<file path="src/rtl/sync_fifo_param_if.sv">
// Handshake and status bundle for sync_fifo_param.
// The FIFO takes the slave side; the producer/consumer takes the master side.
interface sync_fifo_param_if #(
   parameter int DATA_W = 8,
   parameter int DEPTH  = 16
);
   localparam int CW = $clog2(DEPTH) + 1;

   logic              wr_en;
   logic              rd_en;
   logic              flush;
   logic [DATA_W-1:0] buf_in;
   logic [DATA_W-1:0] buf_out;
   logic              buf_empty;
   logic              buf_full;
   logic              almost_full;
   logic              almost_empty;
   logic [CW-1:0]     fifo_counter;
   logic              overflow;
   logic              underflow;

   modport master (
      output wr_en, rd_en, flush, buf_in,
      input  buf_out, buf_empty, buf_full, almost_full, almost_empty,
             fifo_counter, overflow, underflow
   );

   modport slave (
      input  wr_en, rd_en, flush, buf_in,
      output buf_out, buf_empty, buf_full, almost_full, almost_empty,
             fifo_counter, overflow, underflow
   );
endinterface

</file>
<file path="src/rtl/sync_fifo_param.sv">
// Single-clock FIFO with registered status flags, sticky over/underflow
// and a choice of registered-read or first-word-fall-through output.
module sync_fifo_param #(
   parameter int DATA_W   = 8,
   parameter int DEPTH    = 16,
   parameter int AF_LEVEL = DEPTH - 2,
   parameter int AE_LEVEL = 2,
   parameter int FWFT     = 0
) (
   input  logic             clk,
   input  logic             rst_n,
   sync_fifo_param_if.slave bus
);
   localparam int AW = $clog2(DEPTH);
   localparam int CW = AW + 1;
   localparam logic [CW-1:0] FULL_CNT = CW'(DEPTH);
   localparam logic [CW-1:0] AF_CNT   = CW'(AF_LEVEL);
   localparam logic [CW-1:0] AE_CNT   = CW'(AE_LEVEL);

   logic [DATA_W-1:0] mem [DEPTH];
   logic [AW-1:0]     wr_ptr, rd_ptr;
   logic [CW-1:0]     count_q, count_nxt;
   logic              empty_q, full_q, af_q, ae_q, ovf_q, unf_q;
   logic              wr_ok, rd_ok;

   // A full FIFO still accepts a write when the same edge frees a slot.
   always_comb begin
      rd_ok     = bus.rd_en && !empty_q;
      wr_ok     = bus.wr_en && (!full_q || bus.rd_en);
      count_nxt = count_q;
      if (bus.flush)
         count_nxt = '0;
      else if (wr_ok && !rd_ok)
         count_nxt = count_q + 1'b1;
      else if (rd_ok && !wr_ok)
         count_nxt = count_q - 1'b1;
   end

   // NOTE: non-blocking assignments keep every register sampling pre-edge values.
   always_ff @(posedge clk or negedge rst_n) begin
      if (!rst_n) begin
         wr_ptr  <= '0;
         rd_ptr  <= '0;
         count_q <= '0;
         empty_q <= 1'b1;
         full_q  <= 1'b0;
         af_q    <= 1'b0;
         ae_q    <= 1'b1;
         ovf_q   <= 1'b0;
         unf_q   <= 1'b0;
      end else begin
         count_q <= count_nxt;
         empty_q <= (count_nxt == '0);
         full_q  <= (count_nxt == FULL_CNT);
         af_q    <= (count_nxt >= AF_CNT);
         ae_q    <= (count_nxt <= AE_CNT);
         if (bus.flush) begin
            wr_ptr <= '0;
            rd_ptr <= '0;
            ovf_q  <= 1'b0;
            unf_q  <= 1'b0;
         end else begin
            if (wr_ok)                wr_ptr <= wr_ptr + 1'b1;
            if (rd_ok)                rd_ptr <= rd_ptr + 1'b1;
            if (bus.wr_en && !wr_ok)  ovf_q  <= 1'b1;
            if (bus.rd_en && !rd_ok)  unf_q  <= 1'b1;
         end
      end
   end

   // NOTE: storage has no reset; occupancy and pointers alone define validity.
   always_ff @(posedge clk) begin
      if (wr_ok && !bus.flush)
         mem[wr_ptr] <= bus.buf_in;
   end

   generate
      if (FWFT == 0) begin : g_reg_read
         logic [DATA_W-1:0] rdata_q;
         always_ff @(posedge clk or negedge rst_n) begin
            if (!rst_n)
               rdata_q <= '0;
            else if (bus.flush)
               rdata_q <= '0;
            else if (rd_ok)
               rdata_q <= mem[rd_ptr];
         end
         assign bus.buf_out = rdata_q;
      end else begin : g_fwft
         // Forced to zero while empty so the output never shows stale or unset storage.
         assign bus.buf_out = empty_q ? '0 : mem[rd_ptr];
      end
   endgenerate

   assign bus.buf_empty    = empty_q;
   assign bus.buf_full     = full_q;
   assign bus.almost_full  = af_q;
   assign bus.almost_empty = ae_q;
   assign bus.fifo_counter = count_q;
   assign bus.overflow     = ovf_q;
   assign bus.underflow    = unf_q;
endmodule

</file>
<file path="src/flat_wrapper.sv">
// flat-port wrapper written by rule: the top's interface ports become plain ports
module sync_fifo_param_flat 
#(
   parameter int DATA_W   = 8,
   parameter int DEPTH    = 16,
   parameter int AF_LEVEL = DEPTH - 2,
   parameter int AE_LEVEL = 2,
   parameter int FWFT     = 0
)
  (clk, rst_n, bus_wr_en, bus_rd_en, bus_flush, bus_buf_in, bus_buf_out, bus_buf_empty, bus_buf_full, bus_almost_full, bus_almost_empty, bus_fifo_counter, bus_overflow, bus_underflow);
  sync_fifo_param_if #(.DATA_W(DATA_W), .DEPTH(DEPTH)) bus_i ();
  input  logic clk;
  input  logic rst_n;
  input wire logic [$bits(bus_i.wr_en)-1:0] bus_wr_en;
  input wire logic [$bits(bus_i.rd_en)-1:0] bus_rd_en;
  input wire logic [$bits(bus_i.flush)-1:0] bus_flush;
  input wire logic [$bits(bus_i.buf_in)-1:0] bus_buf_in;
  output wire logic [$bits(bus_i.buf_out)-1:0] bus_buf_out;
  output wire logic [$bits(bus_i.buf_empty)-1:0] bus_buf_empty;
  output wire logic [$bits(bus_i.buf_full)-1:0] bus_buf_full;
  output wire logic [$bits(bus_i.almost_full)-1:0] bus_almost_full;
  output wire logic [$bits(bus_i.almost_empty)-1:0] bus_almost_empty;
  output wire logic [$bits(bus_i.fifo_counter)-1:0] bus_fifo_counter;
  output wire logic [$bits(bus_i.overflow)-1:0] bus_overflow;
  output wire logic [$bits(bus_i.underflow)-1:0] bus_underflow;
  assign bus_i.wr_en = bus_wr_en;
  assign bus_i.rd_en = bus_rd_en;
  assign bus_i.flush = bus_flush;
  assign bus_i.buf_in = bus_buf_in;
  assign bus_buf_out = bus_i.buf_out;
  assign bus_buf_empty = bus_i.buf_empty;
  assign bus_buf_full = bus_i.buf_full;
  assign bus_almost_full = bus_i.almost_full;
  assign bus_almost_empty = bus_i.almost_empty;
  assign bus_fifo_counter = bus_i.fifo_counter;
  assign bus_overflow = bus_i.overflow;
  assign bus_underflow = bus_i.underflow;
  sync_fifo_param #(.DATA_W(DATA_W), .DEPTH(DEPTH), .AF_LEVEL(AF_LEVEL), .AE_LEVEL(AE_LEVEL), .FWFT(FWFT)) u_core (.clk(clk), .rst_n(rst_n), .bus(bus_i));
endmodule
</file>
<file path="config.mk">
export PLATFORM = sky130hd
export DESIGN_NAME = sync_fifo_param_flat
export DESIGN_NICKNAME = d
export VERILOG_FILES = /design/src/rtl/sync_fifo_param_if.sv /design/src/rtl/sync_fifo_param.sv /design/src/flat_wrapper.sv
export SDC_FILE = /design/constraint.sdc
export NUM_CORES = 1
export LEC_CHECK = 0
export CAP_MARGIN = 20
export CORE_MARGIN = 8
export CORE_UTILIZATION = 35
export CTS_BUF_LIST = sky130_fd_sc_hd__clkbuf_4 sky130_fd_sc_hd__clkbuf_8
export CTS_CLUSTER_DIAMETER = 100
export DETAILED_ROUTE_END_ITERATION = 8
export HOLD_SLACK_MARGIN = 0.05
export PLACE_DENSITY = 0.55
export SLEW_MARGIN = 10
export SYNTH_ARGS = -nofsm -noshare
export SYNTH_HDL_FRONTEND = slang
export SYNTH_SLANG_ARGS = --single-unit
</file>
<file path="constraint.sdc">
create_clock -name clk -period 2.95 [get_ports clk]
set_clock_uncertainty 0.2 [all_clocks]
set_input_delay 0.885 -clock clk [delete_from_list [all_inputs] [get_ports clk]]
set_output_delay 0.885 -clock clk [all_outputs]
set_load 0.01 [all_outputs]
</file>
==> metrics.md <==
| Metric | Value |
|---|---|
| Post-DP HPWL | `slightly below 9000 um` |
| CP Class | `in -> reg` |
| CTS tree | `built` |
| IO buf count | `31` |
| FF+latch count, synth | `155` |
| Max-Cap Viols | `0` |
| Fin crit share | `0.914` |
| Final Hold Viols | `0` |
| Routed Antenna Nets | `0` |
| Netlist Area Pre-Place | `0.00626 mm^2` |
| Hold-fix buffers, CTS | `0` |
| # rows | `just under 50` |
| Max FO, Critical Path | `5` |
| Final Hold Slack | `0.320 ns` |
| Synthesis-to-layout area growth | `21.0%` |
| First-pass GRT wire length | `19800 um` |
| WP data required | `3.11 ns` |
| Post-CTS sizing | `0` |
| Critical Path Start Type | `primary input` |
| Inst Count DP | `roughly 630` |
| Multi-input logic area | `between 0.0015 and 0.002 mm^2` |
| Pre-Repair DR Iteration Count | `4` |
| Clock Latency Late Sink | `about 0.45 ns` |
| Netlist cell types | `39` |
| Ant diodes | `0` |
| Hold path depth | `2` |
| CTS buffer count | `17` |
| Tmin final | `between 2 and 3 ns` |
| Crit-path cells | `clkdlybuf4s50_1 -> nor2_1 -> buf_4 -> o21ai_0 -> a2bb2oi_1 -> mux2i_1 -> nand2_1 -> nor3b_1` |
| Post-synth EDFFs | `between 100 and 150` |
| Max VDD drop | `0.369 mV` |
| FF-to-FF Start | `u_core.rd_ptr[0]$_DFFE_PN0P_` |
| Worst reg-to-reg path cell count | `6` |
| Die ar. | `between 0.02 and 0.025 mm^2` |
| Horiz. Die Dim | `150 um` |
| Slew HR | `0.556` |
| Worst stage delay on the critical path | `around 0.55 ns` |
| Synthesis Warnings | `0` |
| Leak pwr | `about 2.6 nW` |
| Critical path data arrival time | `approximately 2.9 ns` |
| Share of cells above drive strength 1 | `0.233` |
| Starting Density | `0.352` |
| Design area | `around 0.0076 mm^2` |
| Place WS | `-0.167 ns` |
| Clk buf depth | `2` |
| Total number of vias | `roughly 3.2k` |
| Vias in the first global route | `3516` |
| HP Start | `u_core.bus.underflow$_DFFE_PN0P_` |
| CP max stage cell | `clkdlybuf4s50_1` |
| Sequential fraction of the synthesis area | `0.722` |
| RSZ-0062 raised after global routing | `no` |
| Area of placed instances | `roughly 0.0072 mm^2` |
| Fmax | `roughly 370 MHz` |
| Critical Path Start | `bus_rd_en` |
| Initial antenna violation count | `0` |
| Height of the die | `~150 um` |
| DRC viols | `0` |
| Syn_area_per_cell | `roughly 18 um^2` |
| Ys flop type | `edfxtp_1` |
| Post-Syn Nets | `approximately 380` |
| Gr usage total | `0.119` |
| CP endpoint kind | `register` |
| CTS H-tree lvls | `4` |
| Asr flop ratio synth | `0.174` |
| Fin cells | `between 600 and 700` |
| Nets | `441` |
| Hold Crit Class | `reg -> reg` |
| Synth top area share | `0.614` |
| Outcome | `finished clean` |
| Wirelength per Cell | `about 19 um` |
| Register area | `0.00452 mm^2` |
| Worst R2R Setup Slack | `~0.69 ns` |
| Synth area leader | `edfxtp_1` |
| GR Overflow Total | `0` |
| 1st-iter DRT viols | `a little under 200` |
| Cell area power density | `656 mW/mm^2` |
| Gpl congestion | `slightly below 0.8` |
| Final Max Tran Viols | `0` |
| Slew @ Worst Pin | `roughly 0.66 ns` |
| # IOs | `32` |
| FILL cells | `1594` |
| Min-Delay Endpoint | `u_core.bus.underflow$_DFFE_PN0P_` |
| CTS clock-pin slew for the worst setup and hold paths | `approximately 0.080 ns` |
| Cells after Synth | `between 300 and 400` |
| Final setup fails | `0` |
| Post-CTS setup buffer count | `0` |
| CTS Root Cell | `clkbuf_8` |
| Vias per inst | `just under 5` |
| CTS Sinks | `approximately 160` |
| Largest net degree at the start of global routing | `28` |
| Final worst slack | `about 0.25 ns` |
| Reg-to-Reg End | `u_core.bus.buf_out[2]$_DFFE_PN0P_` |
| Top post-synthesis cells by area | `edfxtp_1 (61%), mux4_2 (12%), dfrtp_1 (10%)` |
| Core box area | `~0.018 mm^2` |
| DRT Wirelength | `approximately 12000 um` |
==> cell usage after synthesis (3+ instances only) <==
cell type,instances
mux2i_1,3
dfrtp_1,25
inv_1,7
clkbuf_1,3
xor2_1,4
or3_1,3
ha_1,7
a22oi_1,17
edfxtp_1,128
a21oi_1,22
and2_1,12
mux4_2,32
and3_1,4
buf_4,4
nand3_1,4
nand2_1,9
nor2_1,29
nor2b_1,5
buf_1,6
buf_2,4
==> sequential cells by signal, summed over array words and instances, names as in the netlist <==
register	cells
u_core.bus.almost_empty	1
u_core.rd_ptr	4
u_core.bus.buf_out	8
u_core.wr_ptr	4
u_core.bus.buf_empty	1
u_core.mem	128
u_core.bus.overflow	1
u_core.bus.buf_full	1
u_core.bus.underflow	1
u_core.bus.fifo_counter	5
u_core.bus.almost_full	1
==> report_power, final <==
part	leakage (nW)	switching (mW)	internal, mW	total [mW]
combinational	0.890	0.437	0.500	0.936
clock	0.183	0.786	0.677	1.46
sequential	1.51	0.105	2.47	2.57
total	2.59	1.33	3.64	4.97
==> cell type report <==
cell class | count | share of cell area
clock buffer | 18 | 0.0319
clock inverter | 13 | 0.0154
inverter | 7 | 0.00347
multi-input combinational | 177 | 0.215
sequential | 155 | 0.597
tap | 229 | 0.0378
timing repair buffer | 63 | 0.0991
==> metrics by stage <==
stage / setup TNS, ns / util / total power [mW]
2_1_floorplan: 0 / - / 3.18
3_3_place_gp: -2.37 / 0.406 / 3.55
3_5_place_dp: -2.02 / 0.406 / 3.57
4_1_cts: 0 / 0.426 / 5.03
5_1_grt: 0 / 0.426 / 5.19
6_report: 0 / 0.426 / 4.97
==> logic make-up (layout without fill, tap and decap cells) <==
| kind of cell | after synthesis | after routing | synth area share |
|---|---|---|---|
| compound gates | 49 | 49 | 0.0513 |
| xor+xnor | 6 | 6 | 0.00839 |
| mux | 36 | 36 | 0.122 |
| buf+inv | 24 | 101 | 0.0176 |
| simple gates | 79 | 79 | 0.0645 |
| fa+ha+maj | 7 | 7 | 0.0140 |
| flops | 155 | 155 | 0.722 |
==> per-layer routing <==
layer / vias to the layer above / part of all wire / GRT usage / wire, um
met5: - / 0 / 0 / 0
met4: 0 / 0.020 / 0.0535 / 245
met3: 21 / 0.026 / 0.0257 / 318
met2: 49 / 0.50 / 0.193 / 6150
met1: 1648 / 0.46 / 0.149 / 5680
li1: 1523 / - / - / -
==> worst max-delay path by stage <==
stage | end | slack, ns | depth (start not counted)
5_1_grt | u_core.bus.buf_empty$_DFF_PN1_ | 0.04 | 8
3_5_place_dp | u_core.bus.buf_empty$_DFF_PN1_ | -0.17 | 8
2_1_floorplan | u_core.mem[8][0]$_DFFE_PP_ | 0.20 | 3
3_3_place_gp | u_core.bus.buf_full$_DFF_PN0_ | -0.11 | 7
6_report | u_core.bus.buf_empty$_DFF_PN1_ | 0.25 | 8
4_1_cts | bus_buf_empty | 0.23 | 1
==> cells in the final DEF (no fill, tap or decap), types with 3 or more instances in the layout <==
cell type,synthesis,routed
a21oi_1,22,22
a22oi_1,17,17
and2_1,12,12
and3_1,4,4
buf_12,0,16
buf_4,4,16
clkbuf_8,0,17
clkdlybuf4s50_1,0,31
dfrtp_1,25,24
edfxtp_1,128,128
ha_1,7,7
inv_1,7,7
inv_6,0,5
mux2i_1,3,3
mux4_2,32,32
nand2_1,9,9
nand3_1,4,4
nor2_1,29,29
nor2b_1,5,5
or3_1,3,3
xor2_1,4,4
==> worst max-delay path: cells and delay by family <==
family / cells / cell delay [ns]
buf+inv: 2 / 0.69
compound gates: 2 / 0.50
simple gates: 3 / 0.45
mux: 1 / 0.34
No activity file was read; power rests on OpenSTA's default activity.
